===== config.mk =====
export PLATFORM = sky130hd
export DESIGN_NAME = fetch_stage
export DESIGN_NICKNAME = d
export VERILOG_FILES = /design/src/rtl/cpu_pkg.sv /design/src/rtl/mux2x1.sv /design/src/rtl/fetch_stage.sv
export SDC_FILE = /design/constraint.sdc
export NUM_CORES = 1
export LEC_CHECK = 0
export CAP_MARGIN = 15
export CORE_ASPECT_RATIO = 0.8
export CORE_MARGIN = 2
export CORE_UTILIZATION = 47
export DETAILED_ROUTE_END_ITERATION = 10
export PLACE_DENSITY = 0.95
export SLEW_MARGIN = 20
export SYNTH_ARGS = -nofsm -noshare
export SYNTH_HDL_FRONTEND = slang
export SYNTH_SLANG_ARGS = --single-unit
export TNS_END_PERCENT = 30

===== constraint.sdc =====
create_clock -name clk -period 4.7 [get_ports clk]
set_input_delay 1.175 -clock clk [delete_from_list [all_inputs] [get_ports clk]]
set_output_delay 1.175 -clock clk [all_outputs]
set_load 0.01 [all_outputs]

===== src/rtl/cpu_pkg.sv =====
// comp101 shared CPU definitions.
// Fetch FSM states and PC constants.
package cpu_pkg;

  typedef enum logic [1:0] {
    REQ  = 2'd0,
    WAIT = 2'd1,
    HOLD = 2'd2
  } fetch_state_t;

  localparam int unsigned PC_STEP = 4;

  localparam logic [31:0] RESET_PC_DEFAULT = 32'h0000_0000;

endpackage


===== src/rtl/mux2x1.sv =====
// comp101 generic two-input mux.
// y = sel ? d1 : d0.
module mux2x1 #(
  parameter int n = 32
) (
  input  logic [n-1:0] d0,
  input  logic [n-1:0] d1,
  input  logic         sel,
  output logic [n-1:0] y
);

  assign y = sel ? d1 : d0;

endmodule


===== src/rtl/fetch_stage.sv =====
// comp101 instruction-fetch stage.
// Owns the PC, one imem read in flight, valid/ready to decode.
module fetch_stage
  import cpu_pkg::*;
#(
  parameter int          N        = 32,
  parameter logic [N-1:0] RESET_PC = N'(RESET_PC_DEFAULT)
) (
  input  logic         clk,
  input  logic         rst_n,
  input  logic         redirect_valid,
  input  logic [N-1:0] redirect_pc,
  output logic         imem_req_valid,
  input  logic         imem_req_ready,
  output logic [N-1:0] imem_req_addr,
  input  logic         imem_rsp_valid,
  input  logic [N-1:0] imem_rsp_data,
  output logic         out_valid,
  input  logic         out_ready,
  output logic [N-1:0] out_pc,
  output logic [N-1:0] out_instr,
  output logic [N-1:0] out_pc_plus4
);

  fetch_state_t state_q, state_d;
  logic [N-1:0] pc_q, pc_d;
  logic         drop_q, drop_d;
  logic [N-1:0] opc_q, opc_d;
  logic [N-1:0] oins_q, oins_d;
  logic [N-1:0] pc_seq;
  logic [N-1:0] pc_next;

  assign pc_seq = pc_q + N'(PC_STEP);

  mux2x1 #(.n(N)) u_pc_mux (
    .d0  (pc_seq),
    .d1  (redirect_pc),
    .sel (redirect_valid),
    .y   (pc_next)
  );

  always_ff @(posedge clk) begin
    if (!rst_n) begin
      state_q <= REQ;
      pc_q    <= RESET_PC;
      drop_q  <= 1'b0;
      opc_q   <= '0;
      oins_q  <= '0;
    end else begin
      state_q <= state_d;
      pc_q    <= pc_d;
      drop_q  <= drop_d;
      opc_q   <= opc_d;
      oins_q  <= oins_d;
    end
  end

  always_comb begin
    state_d = state_q;
    pc_d    = pc_q;
    drop_d  = drop_q;
    opc_d   = opc_q;
    oins_d  = oins_q;
    if (redirect_valid) pc_d = pc_next;
    case (state_q)
      REQ: begin
        if (imem_req_ready) begin
          state_d = WAIT;
          if (redirect_valid) drop_d = 1'b1;
        end
      end
      WAIT: begin
        // A redirect coinciding with the response retires it as dropped.
        if (imem_rsp_valid) begin
          drop_d  = 1'b0;
          state_d = REQ;
          if (!redirect_valid && !drop_q) begin
            state_d = HOLD;
            opc_d   = pc_q;
            oins_d  = imem_rsp_data;
          end
        end else if (redirect_valid) begin
          drop_d = 1'b1;
        end
      end
      HOLD: begin
        if (redirect_valid) begin
          state_d = REQ;
        end else if (out_ready) begin
          state_d = REQ;
          pc_d    = pc_next;
        end
      end
      default: state_d = REQ;
    endcase
  end

  assign imem_req_valid = rst_n && (state_q == REQ);
  assign imem_req_addr  = pc_q;
  assign out_valid      = (state_q == HOLD);
  assign out_pc         = opc_q;
  assign out_instr      = oins_q;
  assign out_pc_plus4   = opc_q + N'(PC_STEP);

  rsp_only_in_wait: assert property (
    @(posedge clk) disable iff (!rst_n)
    imem_rsp_valid |-> state_q == WAIT
  );

endmodule

==> results of run 1 <==
[state kept, by name, indices dropped and copies added, names as in the netlist, named ones only]
name	count
imem_req_addr	30
out_instr	32
state_q	2
drop_q	1
out_pc	32
[layer usage]
layer | track usage (%) | share of wire (%) | up-vias
met5 | 0 | 0 | -
met4 | 8.333 | 1.7 | 0
met3 | 9.662 | 9.8 | 27
met2 | 48.54 | 49 | 251
met1 | 32.97 | 40 | 2470
li1 | - | - | 2577
[critical path: cells and delay by family, from the launching register on]
family,cells,cell delay [ps]
xor gates and xnor gates,1,230
adders and majority gates,1,280
buffers and inverters,1,560
DFF,1,430
and+or+nand+nor,3,1070
[layout make-up]
type	count	area [um2]
Fill cell	761	2887
Multi-Input combinational cell	476	2636
Timing Repair Buffer	207	2052
Sequential cell	99	1982
Clock buffer	11	252.7
Tap cell	140	175.2
Clock inverter	5	75.07
Inverter	15	56.30
[stage by stage]
step | instance area [um2] | power, uW | std cells
after floorplan | 4835 | 1019 | 635
after global placement | 6895 | 1167 | 937
after detailed placement | 6895 | 1172 | 937
after CTS | 7223 | 1972 | 953
after global routing | 7229 | 2028 | 953
final | 7229 | 1964 | 953
[worst paths after layout]
check	startpoint	to	slack (ps)
worst max-delay path	out_pc[2]$_SDFFE_PN0P_	out_pc_plus4[22]	610
worst min-delay path	out_instr[7]$_SDFFE_PN0P_	out_instr[7]$_SDFFE_PN0P_	450
worst max register to register	state_q[1]$_SDFFE_PN0P_	imem_req_addr[13]$_SDFF_PN0_	2290
worst min register to register	out_instr[7]$_SDFFE_PN0P_	out_instr[7]$_SDFFE_PN0P_	450
[synthesized netlist by cell type (2+ instances only)]
cell        n
a211oi_1    9
a21oi_1    70
a311oi_1    8
a31oi_1     8
a41oi_1     2
and2_1      3
and3_1      8
and4_1      7
buf_1       3
buf_2       4
buf_4       2
clkbuf_1   36
dfxtp_1    99
ha_1        2
inv_1      14
mux2_2      2
mux2i_1     6
nand2_1   156
nand2b_1    2
nand3_1    26
nand4_1    12
nor2_1     24
nor2b_1     7
nor3_1     16
nor4_1     17
o21ai_0    19
o31ai_1     6
or2_2       2
or3_1       5
or4_1       8
xnor2_1    18
xor2_1     18
[cells in the final DEF (no fill, tap or decap), types with 2 or more instances in the layout]
cell type / instances
nand2b_1: 2
nor3_1: 16
a31oi_1: 8
mux2i_1: 6
clkbuf_8: 2
a211oi_1: 9
clkinv_2: 3
and2_1: 3
or4_1: 8
clkdlybuf4s50_1: 199
inv_1: 13
or2_2: 2
and4_1: 7
clkbuf_16: 9
a21oi_1: 70
nand2_1: 156
nand3_1: 26
dfxtp_1: 99
buf_4: 8
nand4_1: 12
ha_1: 2
nor2_1: 24
nor4_1: 16
o31ai_1: 6
xor2_1: 18
and3_1: 8
xnor2_1: 18
or3_1: 5
nor2b_1: 7
a41oi_1: 2
inv_2: 2
bufinv_16: 2
a311oi_1: 8
mux2_2: 2
o21ai_0: 19
[report_power, final]
group,switching (uW),total [uW],internal [uW]
registers,46.5,914,868
logic,105,243,138
clock network,313,806,493
[logic make-up after synthesis]
kind of cell               Yosys count  share of synthesized area [%]
xor gates and xnor gates            36                          6.522
and+or+nand+nor                    301                          29.74
adders and majority gates            2                         0.5175
buffers and inverters               60                          4.917
DFF                                 99                          40.99
muxes                                8                          1.708
AOI/OAI and AO/OA                  129                          15.61
==> reports/results.tsv, run 1 <==
stage	metric	value	unit
finish	fin_nets	880	
floorplanning	die_x	117.4	um
timing	postLayoutSetupSlackWorst	605.4	ps
clock_network	post_cts_buffers	0	
timing	rsz0062_at_grt	no	
clock_network	root_buffer	clkbuf_16	
clock_network	cts.sinks	99	
clock_network	cts_tree	yes	
floorplanning	core.rowCount	33	
synthesis	synth_top_cell_by_area	dfxtp_1	
synthesis	ys_warn_count	0	
synthesis	async_flop_share	0	%
clock_network	clk_pin_slew_worst_paths	70	ps
finish	area_growth	49.53	%
synthesis	synthTopCellsByArea	dfxtp_1, nand2_1, a21oi_1, xnor2_1, xor2_1	
grt	grt.overflow.total	0	
routing	routed-via-count	5325	
synthesis	synth.avg_cell_area	7.614	um2
timing	relSlewSlack	40.70	%
synthesis	synthesis.area	0.004835	mm2
routing	ant_nets	0	
timing	finalSetupTns	0	ps
synthesis	synth-seq-cells	99	
timing	max_freq	0.2442	GHz
power_and_ir_drop	leakage	0.002422	uW
routing	drt-initial-drc-count	434	
timing	setup_viol_count_final	0	
grt	antenna_found_initial	0	
placed_design	dp_hpwl	11330	um
finish	antenna_cells	0	
timing	skew	5.294	ps
routing	drc	0	
placed_design	portBuffers	199	
routing	wl_per_cell	16.63	um
worst_setup_path	rr_worst_depth	4	
placed_design	dp_slack	950.7	ps
floorplanning	start_util	47.79	%
worst_setup_path	cp-end-kind	primary output	
synthesis	synth_edf_count	0	
worst_setup_path	critical-path-max-stage-delay	560	ps
grt	grt_max_degree	83	
synthesis	synth_nets	707	
clock_network	cts_buffer_depth	2	
worst_setup_path	crit_path_cell_trace	ha_1 > and2_1 > nand4_1 > nor3_1 > xor2_1 > clkdlybuf4s50_1	
worst_setup_path	start_kind	flop	
grt	grt_use_total	27.91	%
flow_run	cap_violations	0	
worst_setup_path	worstPathMaxFanout	10	
power_and_ir_drop	power_density	271.6	mW/mm2
clock_network	cts_buffers	9	
synthesis	ys.flop_type	dfxtp_1	
outcome	status	finished, final reports clean	
worst_setup_path	crit_path_top_delay_cell	clkdlybuf4s50_1	
timing	maxSlewViolCount	0	
timing	tightest_slew	889.4	ps
timing	finalCritPeriodShare	87.12	%
floorplanning	io_pins	200	
grt	grt_pass1_wl	24840	um
worst_setup_path	crit_type	reg -> out	
worst_setup_path	cp.required	3520	ps
synthesis	syn_inst	635	
timing	period_needed	4095	ps
finish	drive_above_1_share	4.182	%
routing	via_per_inst	5.588	
floorplanning	die-area	0.01112	mm2
power_and_ir_drop	ir_drop	0.0002772	V
clock_network	hold_buffers	0	
placed_design	routabilityCongestion	0.9082	
finish	fin_util	71.47	%
floorplanning	dieHeight	94.72	um
timing	final-hold-violation-count	0	
clock_network	clkLatencyLatePin	340	ps
timing	whs	452.1	ps
worst_hold_path	min_path_type	reg -> reg	
synthesis	synthDistinctLibCells	48	
floorplanning	coreArea	0.01012	mm2
synthesis	seq_area_frac_synth	40.99	%
synthesis	synth.top_cell.area_share	40.99	%
worst_hold_path	hold_depth	2	
clock_network	cts_max_level	3	
routing	finalWirelength	15840	um
routing	first_pass_iters	5	
grt	grt_pass1_vias	4888	
worst_setup_path	critPathArrivalTime	2920	ps
clock_network	ctsResizeCount	0	
No activity file was read; power rests on OpenSTA's default activity.
==> inputs of run 2 (changes only) <==
CAP_MARGIN = 30   (was 15)
==> reports/results.tsv, run 2 (synthesis results as in run 1) <==
stage	metric	value	unit	change
worst_setup_path	start_kind	flop		
floorplanning	dieHeight	94.72	um	unchanged
worst_setup_path	critical-path-max-stage-delay	560	ps	about the same
worst_hold_path	min_from	out_instr[23]$_SDFFE_PN0P_		
worst_hold_path	hold_depth	2		unchanged
worst_setup_path	cp-end-kind	primary output		
timing	skew	7.549	ps	+2.256 ps
worst_setup_path	crit_type	reg -> out		
timing	whs	453.2	ps	+1.079 ps
placed_design	portBuffers	199		unchanged
timing	max_freq	0.2429	GHz	-0.52%
worst_setup_path	rr_worst_depth	4		unchanged
routing	finalWirelength	16120	um	+1.7%
worst_hold_path	min_path_type	reg -> reg		
routing	via_per_inst	5.632		+0.80%
timing	postLayoutSetupSlackWorst	583.8	ps	-21.60 ps
worst_setup_path	critPathArrivalTime	2940	ps	+20 ps
finish	mostFrequentLayoutCell	clkdlybuf4s50_1		
floorplanning	core.rowCount	33		unchanged
floorplanning	die_x	117.4	um	unchanged
finish	most-common-layout-cells	clkdlybuf4s50_1, nand2_1, dfxtp_1		
finish	fin_util	71.84	%	+0.37 points
routing	ant_nets	0		unchanged
worst_setup_path	r2r-end	imem_req_addr[13]$_SDFF_PN0_		
finish	area_growth	50.31	%	
clock_network	clk_pin_slew_worst_paths	70	ps	about the same
routing	drt-initial-drc-count	472		+8.8%
finish	drive_above_1_share	4.177	%	-0.0051 points
power_and_ir_drop	ir_drop	0.0002767	V	-0.17%
timing	rsz0062_at_grt	no		
routing	first_pass_iters	5		unchanged
grt	grt.overflow.total	0		unchanged
placed_design	dp_slack	939.8	ps	-10.89 ps
power_and_ir_drop	power_density	280.4	mW/mm2	+3.2%
worst_setup_path	worst-path-buf-inv	1		unchanged
timing	period_needed	4116	ps	+21.60 ps
grt	grt_max_degree	83		unchanged
worst_setup_path	worstPathMaxFanout	10		unchanged
timing	relSlewSlack	40.53	%	-0.18 points
clock_network	cts_buffers	9		unchanged
worst_setup_path	cp.required	3520	ps	about the same
routing	routed-via-count	5373		+0.90%
power_and_ir_drop	leakage	0.002440	uW	+0.73%
grt	grt_pass1_vias	4890		+0.041%
finish	antenna_cells	0		unchanged
worst_setup_path	ff2ff_setup_slack	2300	ps	about the same
grt	grt_pass1_wl	25210	um	+1.5%
clock_network	clkLatencyLatePin	340	ps	about the same
routing	drc	0		unchanged
timing	maxSlewViolCount	0		unchanged
finish	fill_cells	782		+2.8%
clock_network	cts_buffer_depth	2		unchanged
worst_setup_path	cp_top_family	simple AND/OR/NAND/NOR gates		
placed_design	dpl_cell_area	0.006905	mm2	+0.15%
timing	setup_viol_count_final	0		unchanged
clock_network	post_cts_buffers	0		unchanged
routing	wl_per_cell	16.90	um	+1.6%
clock_network	cts_tree	yes		
floorplanning	io_pins	200		unchanged
outcome	status	finished, final reports clean		
timing	finalSetupTns	0	ps	unchanged
floorplanning	coreArea	0.01012	mm2	unchanged
grt	gr-usage-met1	33.73	%	+0.75 points
floorplanning	start_util	47.79	%	unchanged
clock_network	cts_max_level	3		unchanged
worst_setup_path	rr_startpoint	state_q[1]$_SDFFE_PN0P_		
clock_network	cts.sinks	99		unchanged
grt	grt_use_total	28.35	%	+0.44 points
clock_network	hold_buffers	0		unchanged
floorplanning	die-area	0.01112	mm2	unchanged
worst_setup_path	crit_path_top_delay_cell	clkdlybuf4s50_1		
finish	fin_nets	881		+0.11%
placed_design	routabilityCongestion	0.9082		unchanged
placed_design	dp_hpwl	11330	um	about the same
grt	busiest_layer	met2		
grt	grt_use_met2	49.37	%	+0.83 points
clock_network	ctsResizeCount	0		unchanged
timing	finalCritPeriodShare	87.58	%	+0.46 points
clock_network	root_buffer	clkbuf_16		
worst_hold_path	whs_endpoint	out_instr[23]$_SDFFE_PN0P_		
grt	grtUsageMet3	9.360	%	-0.30 points
flow_run	cap_violations	0		unchanged
grt	antenna_found_initial	0		unchanged
finish	final_area	0.007267	mm2	+0.52%
timing	final-hold-violation-count	0		unchanged
timing	tightest_slew	892.1	ps	+2.660 ps
worst_setup_path	crit_path_cell_trace	ha_1 > and2_1 > nand4_1 > nor3_1 > xor2_1 > clkdlybuf4s50_1		
run 2: changes by cell type in the layout (fill, tap and decap cells not counted):
cell,previous run,this run
clkinv_2,3,1
clkdlybuf4s18_2,0,1
nor4_2,1,0
bufinv_16,2,3
clkbuf_8,2,3
nor4_1,16,17
run 2: power breakdown:
part	leakage (uW)	total [uW]	internal (uW)	switching [uW]
combinational	0.00145	244	138	106
clock	0.000179	879	563	316
sequential	0.000807	915	868	46.9
total	0.00244	2040	1570	468
run 2: worst reg2reg max path: stages, from the launching register on:
cell       delay, ps
dfxtp_1          540
nand4bb_1        680
nor4_1           730
and4_1           260
a211oi_1          50
run 2: worst max-delay path by stage:
stage | to | slack [ps] | cells past startpoint | startpoint
6_report | out_pc_plus4[22] | 580 | 6 | out_pc[2]$_SDFFE_PN0P_
5_1_grt | out_pc_plus4[22] | 390 | 6 | out_pc[2]$_SDFFE_PN0P_
4_1_cts | out_pc_plus4[22] | 590 | 6 | out_pc[2]$_SDFFE_PN0P_
3_5_place_dp | imem_req_addr[13]$_SDFF_PN0_ | 940 | 5 | redirect_valid
3_3_place_gp | imem_req_valid | 1000 | 4 | rst_n
2_1_floorplan | imem_req_valid | 1640 | 4 | rst_n
run 2: stage by stage:
stage | std cells | total power [uW]
6_report | 954 | 2038
3_3_place_gp | 937 | 1167
5_1_grt | 954 | 2099
2_1_floorplan | 635 | 1019
4_1_cts | 954 | 2042
3_5_place_dp | 938 | 1172
run 2: area by class of cell:
| cell class | instances | area [um2] | share of cell area [%] |
|---|---|---|---|
| tap | 140 | 175.2 | 2.410 |
| sequential | 99 | 1982 | 27.27 |
| timing repair buffer | 208 | 2062 | 28.37 |
| multi-input combinational | 476 | 2630 | 36.19 |
| inverter | 15 | 56.30 | 0.7748 |
| clock buffer | 12 | 266.5 | 3.667 |
| clock inverter | 4 | 95.09 | 1.309 |
run 2: metal layers:
metal	wire, um	part of all wire [%]
met1	6478	40
met2	7946	49
met3	1452	9.0
met4	240	1.5
met5	0	0
